### src/rtl/spi_fifo_master.sv
// SPI mode-0 master byte engine: pops bytes from a TX FIFO, shifts them out MSB-first
// and pushes each received byte into an RX FIFO, holding chip-select across back-to-back bytes.
module spi_fifo_master #(
    parameter int WIDTH   = 8,
    parameter int CLK_DIV = 4
) (
    input  logic             clk,
    input  logic             rstb,
    input  logic             enable,
    output logic             tx_fifo_rd_en,
    input  logic [WIDTH-1:0] tx_fifo_rd_data,
    input  logic             tx_fifo_rd_empty,
    output logic             rx_fifo_wr_en,
    output logic [WIDTH-1:0] rx_fifo_wr_data,
    input  logic             rx_fifo_wr_full,
    output logic             spi_sck,
    output logic             spi_mosi,
    input  logic             spi_miso,
    output logic             spi_cs_n,
    output logic             busy,
    output logic             rx_overflow,
    input  logic             clear_overflow
);

    localparam int BCW = $clog2(WIDTH) + 1;
    localparam logic [7:0]     DIV_TC   = 8'(CLK_DIV - 1);
    localparam logic [BCW-1:0] LAST_BIT = BCW'(WIDTH - 1);

    typedef enum logic [2:0] {
        IDLE  = 3'd0,
        FETCH = 3'd1,
        LOAD  = 3'd2,
        SHIFT = 3'd3,
        STORE = 3'd4
    } state_t;

    state_t           state_r, state_s;
    logic [7:0]       div_r, div_s;
    logic [BCW-1:0]   bit_r, bit_s;
    logic [WIDTH-1:0] tx_sr_r, tx_sr_s;
    logic [WIDTH-1:0] rx_sr_r, rx_sr_s;
    logic             rd_en_s, wr_en_s, sck_s, mosi_s, cs_n_s, busy_s, ovf_s, ovf_set_s;
    logic [WIDTH-1:0] wr_data_s;

    // Next-state and next-output logic; every output is registered below.
    always_comb begin
        state_s   = state_r;
        div_s     = div_r;
        bit_s     = bit_r;
        tx_sr_s   = tx_sr_r;
        rx_sr_s   = rx_sr_r;
        rd_en_s   = 1'b0;
        wr_en_s   = 1'b0;
        wr_data_s = rx_fifo_wr_data;
        sck_s     = spi_sck;
        mosi_s    = spi_mosi;
        cs_n_s    = spi_cs_n;
        ovf_set_s = 1'b0;
        case (state_r)
            IDLE: begin
                cs_n_s = 1'b1;
                sck_s  = 1'b0;
                if (enable && !tx_fifo_rd_empty) begin
                    rd_en_s = 1'b1;
                    state_s = FETCH;
                end else begin
                    state_s = IDLE;
                end
            end
            FETCH: begin
                state_s = LOAD;
            end
            LOAD: begin
                tx_sr_s = tx_fifo_rd_data;
                mosi_s  = tx_fifo_rd_data[WIDTH-1];
                cs_n_s  = 1'b0;
                div_s   = 8'd0;
                bit_s   = {BCW{1'b0}};
                state_s = SHIFT;
            end
            SHIFT: begin
                if (div_r == DIV_TC) begin
                    div_s = 8'd0;
                    if (!spi_sck) begin
                        // Rising SCK: sample MISO on the same clk edge that raises SCK.
                        sck_s   = 1'b1;
                        rx_sr_s = {rx_sr_r[WIDTH-2:0], spi_miso};
                    end else begin
                        sck_s = 1'b0;
                        bit_s = bit_r + BCW'(1);
                        if (bit_r == LAST_BIT) begin
                            state_s = STORE;
                        end else begin
                            tx_sr_s = tx_sr_r << 1;
                            mosi_s  = tx_sr_r[WIDTH-2];
                        end
                    end
                end else begin
                    div_s = div_r + 8'd1;
                end
            end
            STORE: begin
                if (!rx_fifo_wr_full) begin
                    wr_en_s   = 1'b1;
                    wr_data_s = rx_sr_r;
                end else begin
                    ovf_set_s = 1'b1;
                end
                // Chain straight into the next byte with CS still low when more data waits.
                if (enable && !tx_fifo_rd_empty) begin
                    rd_en_s = 1'b1;
                    state_s = FETCH;
                end else begin
                    cs_n_s  = 1'b1;
                    state_s = IDLE;
                end
            end
            default: begin
                state_s = IDLE;
                cs_n_s  = 1'b1;
                sck_s   = 1'b0;
            end
        endcase
        if (ovf_set_s) begin
            ovf_s = 1'b1;
        end else if (clear_overflow) begin
            ovf_s = 1'b0;
        end else begin
            ovf_s = rx_overflow;
        end
        busy_s = (state_s != IDLE);
    end

    // State, datapath and registered outputs with asynchronous abort on reset.
    always_ff @(posedge clk or negedge rstb) begin
        if (!rstb) begin
            state_r         <= IDLE;
            div_r           <= 8'd0;
            bit_r           <= {BCW{1'b0}};
            tx_sr_r         <= {WIDTH{1'b0}};
            rx_sr_r         <= {WIDTH{1'b0}};
            tx_fifo_rd_en   <= 1'b0;
            rx_fifo_wr_en   <= 1'b0;
            rx_fifo_wr_data <= {WIDTH{1'b0}};
            spi_sck         <= 1'b0;
            spi_mosi        <= 1'b0;
            spi_cs_n        <= 1'b1;
            busy            <= 1'b0;
            rx_overflow     <= 1'b0;
        end else begin
            state_r         <= state_s;
            div_r           <= div_s;
            bit_r           <= bit_s;
            tx_sr_r         <= tx_sr_s;
            rx_sr_r         <= rx_sr_s;
            tx_fifo_rd_en   <= rd_en_s;
            rx_fifo_wr_en   <= wr_en_s;
            rx_fifo_wr_data <= wr_data_s;
            spi_sck         <= sck_s;
            spi_mosi        <= mosi_s;
            spi_cs_n        <= cs_n_s;
            busy            <= busy_s;
            rx_overflow     <= ovf_s;
        end
    end

endmodule
### config.mk
export PLATFORM = sky130hd
export DESIGN_NAME = spi_fifo_master
export DESIGN_NICKNAME = d
export VERILOG_FILES = /design/src/rtl/spi_fifo_master.sv
export SDC_FILE = /design/constraint.sdc
export NUM_CORES = 1
export LEC_CHECK = 0
export BUFFER_PORTS_ARGS = -buffer_cell sky130_fd_sc_hd__buf_2
export CAP_MARGIN = 25
export CORE_UTILIZATION = 50
export CTS_BUF_LIST = sky130_fd_sc_hd__clkbuf_2
export CTS_CLUSTER_DIAMETER = 30
export DETAILED_ROUTE_END_ITERATION = 8
export GPL_TIMING_DRIVEN = 0
export PLACE_DENSITY = 0.8
export SYNTH_ARGS = -nofsm -noshare
export SYNTH_HDL_FRONTEND = slang
export SYNTH_SLANG_ARGS = --single-unit
export TNS_END_PERCENT = 50
### constraint.sdc
create_clock -name clk -period 4.5 [get_ports clk]
set_input_delay 0.45 -clock clk [delete_from_list [all_inputs] [get_ports clk]]
set_output_delay 0.45 -clock clk [all_outputs]
set_load 0.01 [all_outputs]
==> metrics.txt, run 1 <==
Area contributors post-synth dfrtp_1 (55%), mux2_2 (9.5%), o221a_1 (3.9%), nand3_1 (3.0%), or3_1 (2.5%); vias in the first global route 1416; crit-path max FO 8; number of synthesized flops with an enable pin 0; post-synthesis instance total 171; switch share 24.3%; worst hold path class in2reg; Logic pwr share 3.5%; outcome completed; Max-Cap Viols 0; Core ar. 0.00377 mm²; clk_lat worst skew 0.42 ns; row cnt 22; Leak 1.09 nW; RSZ-0062 raised after global routing no; Max Clk Rate 0.471 GHz; Clock Path Buffers 2; Yosys top cell by area dfrtp_1; vias 1451; Synth Area in Adders 1.24%; critical path class reg2reg; Seq/Total Area, Yosys 56.0%; Sequential Power Share 68.4%; CTS tree done; Syn Nets 188; grt met3 use 4.69%; Critical Path AT 2.44 ns; number of synthesized register bits 45; Synth Area in XOR/XNOR 0.435%; H-tree depth 2; Period minus WS final 2.12 ns; # fillers 320; clock share of power 28.1%; Slew headroom 64.6%; largest net degree at the start of global routing 46; largest family of logic cells by synthesized area simple AND/OR/NAND/NOR gates; Post-CTS Setup Bufs 0; Switching Power 146 µW; first-pass GRT wire length 6290 µm; nature of the critical path endpoint register; DR WL/cell 14.6 µm; CP startpoint kind register; Layout area overhead 13.8%; Cell Chain, Critical Path ha_1 > nor4b_4 > nand2_1 > nor3_4 > mux2_2; final setup fails 0; post-synth cell types 41; Most used DFF post-synth dfrtp_1; Final Hold Viols 0; M2 GR Usage 31.1%; Yosys warnings 0; Compound-Gate Fraction of Synth Area 12.0%; internal power 456 µW; die extent in x 65.5 µm; TritonCTS Buffers 5; final wirelength 3760 µm; Pwr Density 263 mW/mm²; total global routing overflow 0; nets 226; GRT Util Overall 19.6%; final instance area 0.00229 mm²; DRC 0; Tcrit/Tclk final 47.2%; Syn Area/Cell 11.8 µm²; Final Wtd Congestion 0.832; CP max stage cell dfrtp_1; Starting Density 53.4%; first-iteration detailed-routing DRC count 66; simple-gate area share of the yosys netlist 17.7%; synth cell count leaders dfrtp_1 (44), mux2_2 (17), nand2_1 (13), nand3_1 (12); Mapped Area 0.00201 mm²; CP max stage delay 0.48 ns; TritonRoute pass-1 iters 4; share of layout cells above drive strength 1 31.0%; max-slew violations 0; GRT busiest layer met2; CTS clk-pin slew, worst paths 0.23 ns; Worst EP required 4.82 ns; initial antenna violation count 0; Max Clock Skew 0.0201 ns; post-synth top area share 54.7%; Antenna Nets Post-Route 0; M1 GR Usage 26.0%; asr flop ratio synth 100%; n_diodes 0; PortBufs 29; worst slew pin tran 0.527 ns; die area 0.00429 mm²; hpwl dp 2560 µm; peak supply drop 154 µV; count leader, synth dfrtp_1; root buf cell clkbuf_2; clock sinks 45; routed vias/inst 5.62; multiplexer share of the synthesized area 10.0%; Die H 65.5 µm; # IOs 30; Post-Route Setup TNS 0 ns; Placed Area 0.00222 mm²
## final timing paths
| check | cells past startpoint | slack (ns) | endpoint | from |
|---|---|---|---|---|
| worst min register to register | 1 | 0.53 | rx_fifo_wr_data[2]$_DFFE_PN0P_ | rx_fifo_wr_data[2]$_DFFE_PN0P_ |
| max in group asynchronous | 3 | 3.53 | spi_cs_n$_DFFE_PN1P_ | rstb |
| worst max register to register | 5 | 2.38 | rx_sr_r[2]$_DFFE_PN0P_ | div_r[1]$_DFFE_PN0P_ |
| min in group asynchronous | 2 | 0.41 | tx_sr_r[1]$_DFFE_PN0P_ | rstb |
| worst max-delay path | 5 | 2.38 | rx_sr_r[2]$_DFFE_PN0P_ | div_r[1]$_DFFE_PN0P_ |
| worst min-delay path | 2 | 0.18 | rx_overflow$_DFFE_PN0P_ | clear_overflow |
## logic make-up (layout without fill, tap and decap cells)
logic type / count (synthesis) / in the layout
AO/OA/AOI/OAI: 32 / 32
XOR/XNOR: 1 / 1
adder cells (fa/ha/maj): 2 / 2
buffers and inverters: 13 / 52
flip-flops: 45 / 45
multiplexers: 18 / 18
AND/OR/NAND/NOR: 60 / 60
## sequential cells by signal (all words and copies together) (netlist names)
name,cells
bit_r,4
busy,1
div_r,8
rx_fifo_wr_data,8
rx_fifo_wr_en,1
rx_overflow,1
rx_sr_r,8
spi_cs_n,1
spi_mosi,1
spi_sck,1
state_r,3
tx_fifo_rd_en,1
tx_sr_r,7
## cell type report
| class | count | area, µm² | area share, % |
|---|---|---|---|
| Clock inverter | 3 | 17.5 | 0.764 |
| Buffer | 7 | 31.3 | 1.36 |
| Clock buffer | 5 | 25.0 | 1.09 |
| Tap cell | 48 | 60.1 | 2.62 |
| Multi-Input combinational cell | 113 | 833 | 36.4 |
| Sequential cell | 45 | 1130 | 49.2 |
| Timing Repair Buffer | 31 | 175 | 7.64 |
| Inverter | 6 | 22.5 | 0.983 |
## what timing repair did
action | 4_1_cts | 5_1_grt
hold endpoints to repair | 0 | 13
hold buffers | 0 | 1
gates resized for setup | 0 | 0
## per-layer routing
metal | wire length [µm] | vias up | part of all wire [%]
met3 | 191 | 5 | 5.1
met2 | 1750 | 36 | 47
met5 | 0 | - | 0
li1 | - | 710 | -
met4 | 42 | 0 | 1.1
met1 | 1770 | 700 | 47
## power groups by stage
stage	logic, mW	clock network (mW)	registers (mW)
6_report	0.0210	0.169	0.412
3_5_place_dp	0.0192	0	0.419
3_3_place_gp	0.0191	0	0.419
4_1_cts	0.0193	0.174	0.412
5_1_grt	0.0241	0.189	0.413
2_1_floorplan	0.00395	0	0.418
## through the flow
stage                     hold WS [ns]  setup WS, ns  util, %  power, mW  instances
final                            0.184          2.38     60.8      0.602        258
after global routing             0.156          2.25     60.8      0.626        258
after detailed placement         0.490          2.41     58.9      0.438        248
after global placement           0.486          2.46     58.9      0.438        248
after CTS                        0.175          2.37     60.0      0.605        256
after floorplan                  0.154          2.68        -      0.422        171
## layout by cell type, fill, tap and decap left out, types with 2 or more instances in the layout
master / instances
clkbuf_1: 2
o221a_1: 7
nand3_1: 12
nand4_1: 2
buf_2: 32
nor3b_1: 2
clkbuf_2: 6
or3_1: 8
mux2_2: 17
a21oi_1: 3
o211ai_1: 3
nand3b_1: 4
nor3_1: 2
a22o_1: 2
dfrtp_1: 44
or4_1: 2
nor2_1: 5
nand2_1: 13
o21ai_0: 8
ha_1: 2
inv_1: 6
a31oi_1: 4
## worst max-delay path, delay by kind of cell (launching register included)
kind                       cells  cell delay, ns
muxes                          1            0.38
and+or+nand+nor                3            0.87
adders and majority gates      1            0.30
DFF                            1            0.48
Power figures use the tool's default switching activity.
==> inputs of run 2 (changes only) <==
Clock period 4.5 ns to 2 ns, I/O delays scaled along.
==> run 2 against run 1 <==
Sequential cell count is the same; first-iteration DRC count is the same; hold slack lost 0.17 ns; largest cell class unchanged; largest power group unchanged.
==> metrics.txt, run 2 (same netlist as run 1, synthesis figures left out) <==
max-slew violations 0 (unchanged); outcome completed (unchanged); Cell Chain, Critical Path ha_2 > nor4b_4 > nand2_2 > nor3_4 > buf_4 > mux2_2 (was ha_1 > nor4b_4 > nand2_1 > nor3_4 > mux2_2); GRT busiest layer met2 (unchanged); nature of the critical path endpoint register (unchanged); Max-Cap Viols 0 (unchanged); nets 235 (was 226); R2R setup slack 0.04 ns (was 2.38 ns); M1 GR Usage 25.5% (was 26.0%); CTS clk-pin slew, worst paths 0.22 ns (was 0.23 ns); Slew headroom 67.2% (was 64.6%); # IOs 30 (unchanged); grt met3 use 4.69% (unchanged); n_diodes 0 (unchanged); Leak 1.13 nW (was 1.09 nW); peak supply drop 341 µV (was 154 µV); DR WL/cell 14.5 µm (was 14.6 µm); Largest regs div_r (8), rx_fifo_wr_data (8), rx_sr_r (8) (unchanged); CP delay by family, top simple AND/OR/NAND/NOR gates (unchanged); reg2reg path depth 6 (was 5); Final Hold Viols 0 (unchanged); first-pass GRT wire length 6460 µm (was 6290 µm); H-tree depth 2 (unchanged); die area 0.00429 mm² (unchanged); CTS tree done (unchanged); CP max stage delay 0.42 ns (was 0.48 ns); Die H 65.5 µm (unchanged); clock sinks 45 (unchanged); dpl cells 248 (unchanged); Pwr Density 572 mW/mm² (was 263 mW/mm²); total global routing overflow 0 (unchanged); Post-Layout Cell Count 267 (was 258); Hold Startpoint spi_miso (was clear_overflow); CP max stage cell dfrtp_1 (unchanged); M2 GR Usage 33.1% (was 31.1%); initial antenna violation count 0 (unchanged); TritonCTS Buffers 5 (unchanged); Max Clock Skew 0.0250 ns (was 0.0201 ns); final instance area 0.00238 mm² (was 0.00229 mm²); Tcrit/Tclk final 98.0% (was 47.2%); worst reg2reg path startpoint div_r[0]$_DFFE_PN0P_ (was div_r[1]$_DFFE_PN0P_); hpwl dp 2560 µm (unchanged); Placed Area 0.00222 mm² (unchanged); critical path class reg2reg (unchanged); clk_lat worst skew 0.43 ns (was 0.42 ns); final wirelength 3880 µm (was 3760 µm); crit-path max FO 5 (was 8); PortBufs 29 (unchanged); Clock Path Buffers 2 (unchanged); Critical Path AT 2.28 ns (was 2.44 ns); pre-CTS setup slack -0.0950 ns (was 2.41 ns); CP Buf/Inv Count 1 (was 0); CP startpoint kind register (unchanged); Starting Density 53.4% (unchanged); first-iteration detailed-routing DRC count 66 (unchanged); share of layout cells above drive strength 1 34.2% (was 31.0%); Antenna Nets Post-Route 0 (unchanged); Worst EP required 2.32 ns (was 4.82 ns); row cnt 22 (unchanged); commonest non-fill, non-tap cell in the layout dfrtp_1 (unchanged); Final Util 63.2% (was 60.8%); worst setup path end rx_sr_r[4]$_DFFE_PN0P_ (was rx_sr_r[2]$_DFFE_PN0P_); crit path from div_r[0]$_DFFE_PN0P_ (was div_r[1]$_DFFE_PN0P_); routed vias/inst 5.55 (was 5.62); Period minus WS final 1.96 ns (was 2.12 ns); vias 1482 (was 1451); worst hold path class in2reg (unchanged); final setup fails 0 (unchanged); Layout area overhead 18.4% (was 13.8%); Max Clk Rate 0.510 GHz (was 0.471 GHz); vias in the first global route 1492 (was 1416); largest net degree at the start of global routing 46 (unchanged); die extent in x 65.5 µm (unchanged); most frequent cells in the layout dfrtp_1 (44), buf_2 (32), mux2_2 (17) (unchanged); GRT Util Overall 20.0% (was 19.6%); TritonRoute pass-1 iters 4 (unchanged); worst r2r dst rx_sr_r[4]$_DFFE_PN0P_ (was rx_sr_r[2]$_DFFE_PN0P_); DRC 0 (unchanged); root buf cell clkbuf_2 (unchanged); Core ar. 0.00377 mm² (unchanged); Post-Route Setup TNS 0 ns (unchanged); slack of the critical path 0.0396 ns (was 2.38 ns); Crit path depth 6 (was 5); Final Wtd Congestion 0.832 (unchanged); worst slew pin tran 0.491 ns (was 0.527 ns)
==> run 2: cell types whose count changed in the layout (fill, tap and decap cells not counted), sizes merged <==
cell,delta
dlygate4sd3,+3
buf,+6
==> run 2: cell type report <==
class | count | area, µm²
clock buffers | 5 | 25.0
inverters | 6 | 22.5
flip-flops and latches | 45 | 1130
plain buffers | 7 | 31.3
clock inverters | 3 | 17.5
multi-input cells | 113 | 851
fillers | 315 | 1390
well taps | 48 | 60.1
repair buffers | 40 | 250
==> run 2: timing repair <==
action,CTS,global route
endpoints found under the setup margin,20,18
endpoints found under the hold margin,47,0
buffers inserted,4,2
hold buffers,4,0
resized for setup,2,3
pin swaps,1,0
==> run 2: how the worst min path moves through the flow <==
stage	endpoint	slack (ns)	depth (start not counted)
5_1_grt	rx_sr_r[0]$_DFFE_PN0P_	0.01	2
3_3_place_gp	rx_overflow$_DFFE_PN0P_	0.40	2
3_5_place_dp	rx_overflow$_DFFE_PN0P_	0.41	2
4_1_cts	rx_sr_r[0]$_DFFE_PN0P_	0.002	2
6_report	rx_sr_r[0]$_DFFE_PN0P_	0.01	2
2_1_floorplan	bit_r[0]$_DFFE_PN0P_	-0.1	0
==> run 2: where the power goes <==
group,switching [mW],internal [mW]
Clock,0.301,0.0829
Combinational,0.0260,0.0266
Sequential,0.00576,0.921
==> run 2: stage by stage <==
step	power, mW	hold WS [ns]
detailed placement	0.985	0.410
floorplan	0.950	-0.0956
CTS	1.37	0.00192
finish	1.36	0.0107
global placement	0.985	0.401
global route	1.42	0.00999
==> run 2: routing by layer <==
metal	up-vias	part of all wire, %
met5	-	0
met4	0	1.5
met3	7	5.0
met2	35	46
met1	712	47
li1	728	-
